**src/rtl/mips_defs.sv**
```systemverilog
// Shared MIPS encoding constants: opcodes, R-type functs, op_sel codes, field positions.
// Pure definitions, no logic; also imported by the control decoder.
// No flow control here; consumers decide handshaking.
package mips_defs;

  // Bit position of the least significant bit of each instruction field.
  localparam int unsigned OPC_LSB   = 26;
  localparam int unsigned RS_LSB    = 21;
  localparam int unsigned RT_LSB    = 16;
  localparam int unsigned RD_LSB    = 11;
  localparam int unsigned SHAMT_LSB = 6;

  // Primary opcodes.
  localparam logic [5:0] OPC_RTYPE = 6'h00;
  localparam logic [5:0] OPC_J     = 6'h02;
  localparam logic [5:0] OPC_JAL   = 6'h03;
  localparam logic [5:0] OPC_BEQ   = 6'h04;
  localparam logic [5:0] OPC_ADDI  = 6'h08;
  localparam logic [5:0] OPC_ADDIU = 6'h09;
  localparam logic [5:0] OPC_SLTI  = 6'h0a;
  localparam logic [5:0] OPC_SLTIU = 6'h0b;
  localparam logic [5:0] OPC_ANDI  = 6'h0c;
  localparam logic [5:0] OPC_LUI   = 6'h0f;
  localparam logic [5:0] OPC_LW    = 6'h23;
  localparam logic [5:0] OPC_SW    = 6'h2b;

  // R-type function codes.
  localparam logic [5:0] FN_SLL  = 6'h00;
  localparam logic [5:0] FN_SRL  = 6'h02;
  localparam logic [5:0] FN_SRA  = 6'h03;
  localparam logic [5:0] FN_JR   = 6'h08;
  localparam logic [5:0] FN_JALR = 6'h09;
  localparam logic [5:0] FN_ADD  = 6'h20;
  localparam logic [5:0] FN_ADDU = 6'h21;
  localparam logic [5:0] FN_SUB  = 6'h22;
  localparam logic [5:0] FN_SUBU = 6'h23;
  localparam logic [5:0] FN_AND  = 6'h24;
  localparam logic [5:0] FN_OR   = 6'h25;
  localparam logic [5:0] FN_XOR  = 6'h26;
  localparam logic [5:0] FN_NOR  = 6'h27;
  localparam logic [5:0] FN_SLT  = 6'h2a;
  localparam logic [5:0] FN_SLTU = 6'h2b;

  // Symbolic instruction select presented by the loader; 26..31 are illegal.
  typedef enum logic [4:0] {
    OP_ADD  = 5'd0,  OP_ADDU = 5'd1,  OP_SUB   = 5'd2,  OP_SUBU  = 5'd3,
    OP_AND  = 5'd4,  OP_OR   = 5'd5,  OP_XOR   = 5'd6,  OP_NOR   = 5'd7,
    OP_SLT  = 5'd8,  OP_SLTU = 5'd9,  OP_SLL   = 5'd10, OP_SRL   = 5'd11,
    OP_SRA  = 5'd12, OP_JR   = 5'd13, OP_JALR  = 5'd14, OP_LW    = 5'd15,
    OP_SW   = 5'd16, OP_LUI  = 5'd17, OP_ADDI  = 5'd18, OP_ADDIU = 5'd19,
    OP_ANDI = 5'd20, OP_SLTI = 5'd21, OP_SLTIU = 5'd22, OP_BEQ   = 5'd23,
    OP_J    = 5'd24, OP_JAL  = 5'd25
  } op_sel_e;

  typedef enum logic [1:0] {FMT_R, FMT_I, FMT_J} fmt_e;

  typedef enum logic {ST_IDLE, ST_WRITE} enc_state_e;

  // Place a right-aligned field value at bit position lsb of a 32-bit word.
  function automatic logic [31:0] put_field(input logic [25:0] val, input int unsigned lsb);
    return {6'b0, val} << lsb;
  endfunction

endpackage

```
**src/rtl/instr_encode_core.sv**
```systemverilog
// Combinational MIPS encoder: op_sel + symbolic fields -> 32-bit word and legal flag.
// Latency: zero cycles (pure combinational).
// No backpressure; the caller registers the result.
// Ports: op_sel/rs/rt/rd/shamt/imm16/target26 in; word (0 when illegal), legal out.
module instr_encode_core
  import mips_defs::*;
(
  input  logic [4:0]  op_sel,
  input  logic [4:0]  rs,
  input  logic [4:0]  rt,
  input  logic [4:0]  rd,
  input  logic [4:0]  shamt,
  input  logic [15:0] imm16,
  input  logic [25:0] target26,
  output logic [31:0] word,
  output logic        legal
);

  fmt_e       fmt;
  logic [5:0] opc;
  logic [5:0] funct;
  logic [4:0] rs_f, rt_f, rd_f, sh_f;

  // Select format/opcode/funct and force fields the instruction does not use.
  always_comb begin
    fmt   = FMT_R;
    opc   = OPC_RTYPE;
    funct = FN_SLL;
    rs_f  = rs;
    rt_f  = rt;
    rd_f  = rd;
    sh_f  = '0;       // only the shifts carry a shift amount
    legal = 1'b1;
    case (op_sel)
      OP_ADD:   funct = FN_ADD;
      OP_ADDU:  funct = FN_ADDU;
      OP_SUB:   funct = FN_SUB;
      OP_SUBU:  funct = FN_SUBU;
      OP_AND:   funct = FN_AND;
      OP_OR:    funct = FN_OR;
      OP_XOR:   funct = FN_XOR;
      OP_NOR:   funct = FN_NOR;
      OP_SLT:   funct = FN_SLT;
      OP_SLTU:  funct = FN_SLTU;
      OP_SLL:   begin funct = FN_SLL; rs_f = '0; sh_f = shamt; end
      OP_SRL:   begin funct = FN_SRL; rs_f = '0; sh_f = shamt; end
      OP_SRA:   begin funct = FN_SRA; rs_f = '0; sh_f = shamt; end
      OP_JR:    begin funct = FN_JR;   rt_f = '0; rd_f = '0; end
      OP_JALR:  begin funct = FN_JALR; rt_f = '0; end
      OP_LW:    begin fmt = FMT_I; opc = OPC_LW;    end
      OP_SW:    begin fmt = FMT_I; opc = OPC_SW;    end
      OP_LUI:   begin fmt = FMT_I; opc = OPC_LUI; rs_f = '0; end
      OP_ADDI:  begin fmt = FMT_I; opc = OPC_ADDI;  end
      OP_ADDIU: begin fmt = FMT_I; opc = OPC_ADDIU; end
      OP_ANDI:  begin fmt = FMT_I; opc = OPC_ANDI;  end
      OP_SLTI:  begin fmt = FMT_I; opc = OPC_SLTI;  end
      OP_SLTIU: begin fmt = FMT_I; opc = OPC_SLTIU; end
      OP_BEQ:   begin fmt = FMT_I; opc = OPC_BEQ;   end
      OP_J:     begin fmt = FMT_J; opc = OPC_J;     end
      OP_JAL:   begin fmt = FMT_J; opc = OPC_JAL;   end
      default:  legal = 1'b0;
    endcase
  end

  always_comb begin
    word = '0;
    if (legal) begin
      case (fmt)
        FMT_R: word = put_field(26'(rs_f), RS_LSB) | put_field(26'(rt_f), RT_LSB)
                    | put_field(26'(rd_f), RD_LSB) | put_field(26'(sh_f), SHAMT_LSB)
                    | put_field(26'(funct), 0);
        FMT_I: word = put_field(26'(opc), OPC_LSB) | put_field(26'(rs_f), RS_LSB)
                    | put_field(26'(rt_f), RT_LSB) | put_field(26'(imm16), 0);
        default: word = put_field(26'(opc), OPC_LSB) | put_field(target26, 0);
      endcase
    end
  end

endmodule

```
**src/rtl/instr_encoder.sv**
```systemverilog
// Encodes symbolic MIPS instructions and streams them into instruction memory.
// Latency: handshake at edge N -> mem_we from N+1; at most one word per 2 cycles.
// Backpressure: in_ready low while writing, while full, during clear and in reset.
// Ports: clk/rst_n; clear; in_valid/in_ready + op_sel/rs/rt/rd/shamt/imm16/target26;
//        mem_we/mem_addr/mem_wdata/mem_ack; word_count, full, err (sticky illegal op).
module instr_encoder
  import mips_defs::*;
#(
  parameter int ADDR_W = 8,
  parameter int DEPTH  = 256   // must not exceed 2**ADDR_W
) (
  input  logic              clk,
  input  logic              rst_n,
  input  logic              clear,
  input  logic              in_valid,
  output logic              in_ready,
  input  logic [4:0]        op_sel,
  input  logic [4:0]        rs,
  input  logic [4:0]        rt,
  input  logic [4:0]        rd,
  input  logic [4:0]        shamt,
  input  logic [15:0]       imm16,
  input  logic [25:0]       target26,
  output logic              mem_we,
  output logic [ADDR_W-1:0] mem_addr,
  output logic [31:0]       mem_wdata,
  input  logic              mem_ack,
  output logic [ADDR_W:0]   word_count,
  output logic              full,
  output logic              err
);

  localparam int              CNT_W   = ADDR_W + 1;
  localparam logic [CNT_W-1:0] DEPTH_C = CNT_W'(DEPTH);
  localparam logic [CNT_W-1:0] ONE_C   = CNT_W'(1);

  enc_state_e       state_q, state_d;
  logic             mem_we_q, mem_we_d;
  logic [31:0]      wdata_q, wdata_d;
  logic [CNT_W-1:0] count_q, count_d;
  logic             full_q, full_d;
  logic             err_q, err_d;

  logic [31:0] enc_word;
  logic        enc_legal;
  logic        accept;

  instr_encode_core u_core (
    .op_sel   (op_sel),
    .rs       (rs),
    .rt       (rt),
    .rd       (rd),
    .shamt    (shamt),
    .imm16    (imm16),
    .target26 (target26),
    .word     (enc_word),
    .legal    (enc_legal)
  );

  // Clear takes priority over a request in the same cycle, so it masks ready.
  // rst_n gates ready so nothing is offered while reset is held.
  assign in_ready = rst_n && (state_q == ST_IDLE) && !full_q && !clear;
  assign accept   = in_valid && in_ready;

  always_comb begin
    state_d  = state_q;
    mem_we_d = mem_we_q;
    wdata_d  = wdata_q;
    count_d  = count_q;
    err_d    = err_q;
    case (state_q)
      ST_IDLE: begin
        if (clear) begin
          count_d = '0;
          err_d   = 1'b0;
        end else if (accept) begin
          if (enc_legal) begin
            wdata_d  = enc_word;
            mem_we_d = 1'b1;
            state_d  = ST_WRITE;
          end else begin
            err_d = 1'b1;
          end
        end
      end
      ST_WRITE: begin
        // Address and data stay frozen until memory takes the word.
        if (mem_ack) begin
          count_d  = count_q + ONE_C;
          mem_we_d = 1'b0;
          state_d  = ST_IDLE;
        end
      end
      default: state_d = ST_IDLE;
    endcase
    full_d = (count_d == DEPTH_C);
  end

  always_ff @(posedge clk or negedge rst_n) begin
    if (!rst_n) begin
      state_q  <= ST_IDLE;
      mem_we_q <= 1'b0;
      wdata_q  <= '0;
      count_q  <= '0;
      full_q   <= 1'b0;
      err_q    <= 1'b0;
    end else begin
      state_q  <= state_d;
      mem_we_q <= mem_we_d;
      wdata_q  <= wdata_d;
      count_q  <= count_d;
      full_q   <= full_d;
      err_q    <= err_d;
    end
  end

  assign mem_we     = mem_we_q;
  assign mem_addr   = count_q[ADDR_W-1:0];
  assign mem_wdata  = wdata_q;
  assign word_count = count_q;
  assign full       = full_q;
  assign err        = err_q;

endmodule

```
**config.mk**
```make
export PLATFORM = sky130hd
export DESIGN_NAME = instr_encoder
export DESIGN_NICKNAME = d
export VERILOG_FILES = /design/src/rtl/mips_defs.sv /design/src/rtl/instr_encode_core.sv /design/src/rtl/instr_encoder.sv
export SDC_FILE = /design/constraint.sdc
export NUM_CORES = 1
export LEC_CHECK = 0
export BUFFER_PORTS_ARGS = -buffer_cell sky130_fd_sc_hd__buf_2
export CAP_MARGIN = 20
export CORE_MARGIN = 2
export CORE_UTILIZATION = 50
export CTS_CLUSTER_SIZE = 14
export DETAILED_ROUTE_END_ITERATION = 12
export PLACE_DENSITY_LB_ADDON = 0.12
export SETUP_SLACK_MARGIN = 0.3
export SYNTH_ARGS = -nofsm -noshare
export SYNTH_HDL_FRONTEND = slang
export SYNTH_SLANG_ARGS = --single-unit
```
**constraint.sdc**
```tcl
create_clock -name clk -period 4.1 [get_ports clk]
set_input_delay 0.82 -clock clk [delete_from_list [all_inputs] [get_ports clk]]
set_output_delay 0.82 -clock clk [all_outputs]
set_load 0.005 [all_outputs]
```
==> flow_metrics.tcl <==
set metrics [dict create \
    ctsRootBufferMaster "clkbuf_8" \
    post-cts-setup-buffer-count 0 \
    maxSlewViolCount 0 \
    wirelength_um 6780 \
    drcViolationCount 0 \
    ant_nets 0 \
    yosysSeqAreaShare_pct 43.6 \
    final_util_pct 66.6 \
    seq_area_sq_mm 0.00110 \
    cp.required_ns 4.33 \
    area_growth_pct 26.3 \
    die_y_um 75.1 \
    antennaDiodeCount 0 \
    cp_data_arrival_time_ns 2.59 \
    finalHoldViolCount 0 \
    clk_pin_slew_ns 0.08 \
    clock_sinks 44 \
    top_layer_used "met4" \
    tightest_slew_ns 0.767 \
    grt_first_pass_wirelength_um 10600 \
    gp_congestion 0.840 \
    via_per_inst 5.51 \
    vdd_ir_drop_max_mv 0.217 \
    cts_tree "built" \
    cts-resized-gates 0 \
    cpPeakStageDelay_ns 0.64 \
    layout_commonest_cell "buf_2" \
    grtUsageTotal_pct 24.6 \
    crit_path_max_fanout 18 \
    first_global_vias 2260 \
    syn_inst 289 \
    wl_met2_um 3200 \
    leakagePower_nw 1.55 \
    cpMostUsedCell "nor2_1" \
    crit_chain "buf_2, or2_1, nor2_1, buf_4, a221oi_1, nor2_1" \
    max_cap_violations 0 \
    critPathTopFamily "simple AND/OR/NAND/NOR gates" \
    yosysUniqueCellTypes 50 \
    hold_class "reg -> reg" \
    syn_area_sq_mm 0.00252 \
    fillers 427 \
    synth_flop_cell "dfrtp_1" \
    drive_gt1_share_pct 35.4 \
    start_util_pct 52.8 \
    status "finished, final reports clean" \
    die_w_um 75.1 \
    grt_setup_unrepaired "false" \
    cp-end-kind "flip-flop" \
    finalNetCount 465 \
    std_cell_rows 25 \
    cts_buffers 5 \
    postCtsHoldBufs 0 \
    hpwl_um 4970 \
    core_sq_mm 0.00479 \
    finalCriticalPeriod_ns 2.36 \
    dieArea_sq_mm 0.00563 \
    clockBufferDepth 2 \
    final_cell_mix "123 x buf_2, 47 x nor2_1, 44 x dfrtp_1, 35 x nand2_1, 17 x a21oi_1" \
    synthArstFlopShare_pct 100 \
    ys_ff_latch 44 \
    syn_avg_cell_area_sq_um 8.74 \
    portBuffers 123 \
    first_pass_iters 5 \
    synth-edff-count 0 \
    tns_ns 0 \
    setup_viol 0 \
    path_class "in -> reg" \
    finalCritPeriodShare_pct 57.5 \
    max_slew_margin_pct 48.7 \
    syn_nets 362 \
    ys_warn_count 0 \
    grt.overflow.total 0 \
    grt_max_degree 45 \
    path_buf_inv 2 \
    startpoint_type "primary input" \
    clk_latency_ns 0.30 \
    fmax_ghz 0.424 \
    pwr_density_cell_mw_per_mm2 350 \
    cts_max_level 2 \
    ios 125 \
    slowest_stage "nor2_1" \
    antenna_found_initial 0 \
    routedWlPerCell_um 14.7 \
    multi_input_comb_area_sq_mm 0.00126 \
    clock_skew_ns 0.00415 \
    drtIter0Drc 214 \
    drt-met1-wl_um 2940 \
    met3WireLength_um 583 \
    num_vias 2534 \
]
## path summary, 6_finish.rpt
kind | startpoint | to | slack [ns] | cells after the start
setup / recovery | op_sel[1] | mem_wdata[20] | 1.74 | 6
hold / removal | mem_wdata[29] | mem_wdata[29] | 0.48 | 1
setup reg to reg | state_q | mem_wdata[31] | 1.99 | 5
hold reg to reg | mem_wdata[29] | mem_wdata[29] | 0.48 | 1
max in group asynchronous | rst_n | mem_wdata[25] | 3.11 | 2
min in group asynchronous | rst_n | mem_wdata[8] | 0.61 | 2
## kinds of logic (layout without fill, tap and decap cells)
group	count (synthesis)	after routing	share of synthesized area [%]
fa+ha+maj	1	1	0.495
buf+inv	33	137	6.94
other cells	1	1	0.149
simple gates	114	114	21.3
compound gates	90	90	25.3
mux	3	3	1.19
flops	44	44	43.6
xor+xnor	3	3	1.04
## sequential cells by signal, summed over array words and instances (netlist names)
register / flops
err: 1
full: 1
mem_wdata: 31
mem_we: 1
state_q: 1
word_count: 9
## synthesized netlist by cell type, types with 3 or more instances
master / instances / area (sq um)
nor2_1: 47 / 176
dfrtp_1: 44 / 1100
nand2_1: 35 / 131
a21oi_1: 17 / 85.1
a221oi_1: 12 / 105
o21ai_1: 12 / 60.1
buf_4: 11 / 82.6
o21ai_0: 11 / 55.1
a222oi_1: 10 / 100
clkbuf_1: 10 / 37.5
nand2b_1: 9 / 56.3
buf_2: 7 / 35.0
nand3b_1: 5 / 37.5
nand4_1: 4 / 25.0
o211ai_1: 4 / 30.0
o21a_1: 4 / 30.0
inv_1: 3 / 11.3
mux2i_1: 3 / 30.0
o22ai_1: 3 / 18.8
o31ai_1: 3 / 22.5
## per-stage QoR
step	area, sq um	worst slack (ns)	instances	total power, mW	hold slack [ns]
global route	3190	1.58	460	1.18	0.497
floorplan	2520	1.97	289	0.695	0.468
finish	3190	1.74	460	1.12	0.477
detailed placement	3090	1.45	452	0.841	0.462
global placement	3090	1.47	452	0.833	0.455
CTS	3190	1.76	460	1.13	0.482
## final cells by class
type	instances	area share, %
tap	67	2.63
sequential	44	34.5
clock inverter	1	0.235
multi-input combinational	212	39.5
clock buffer	7	2.71
timing repair buffer	126	20.0
inverter	3	0.353
## routing by layer
| metal | track usage, % | vias to the layer above |
|---|---|---|
| met5 | 0 | - |
| met4 | 6.15 | 0 |
| met3 | 6.43 | 5 |
| met2 | 38.9 | 102 |
| met1 | 34.0 | 1173 |
| li1 | - | 1254 |
## where the power goes
group	switching [mW]	internal, mW	total, mW
clock	0.150	0.137	0.288
sequential	0.0427	0.507	0.550
combinational	0.145	0.135	0.280
No activity file was read; power rests on OpenSTA's default activity.
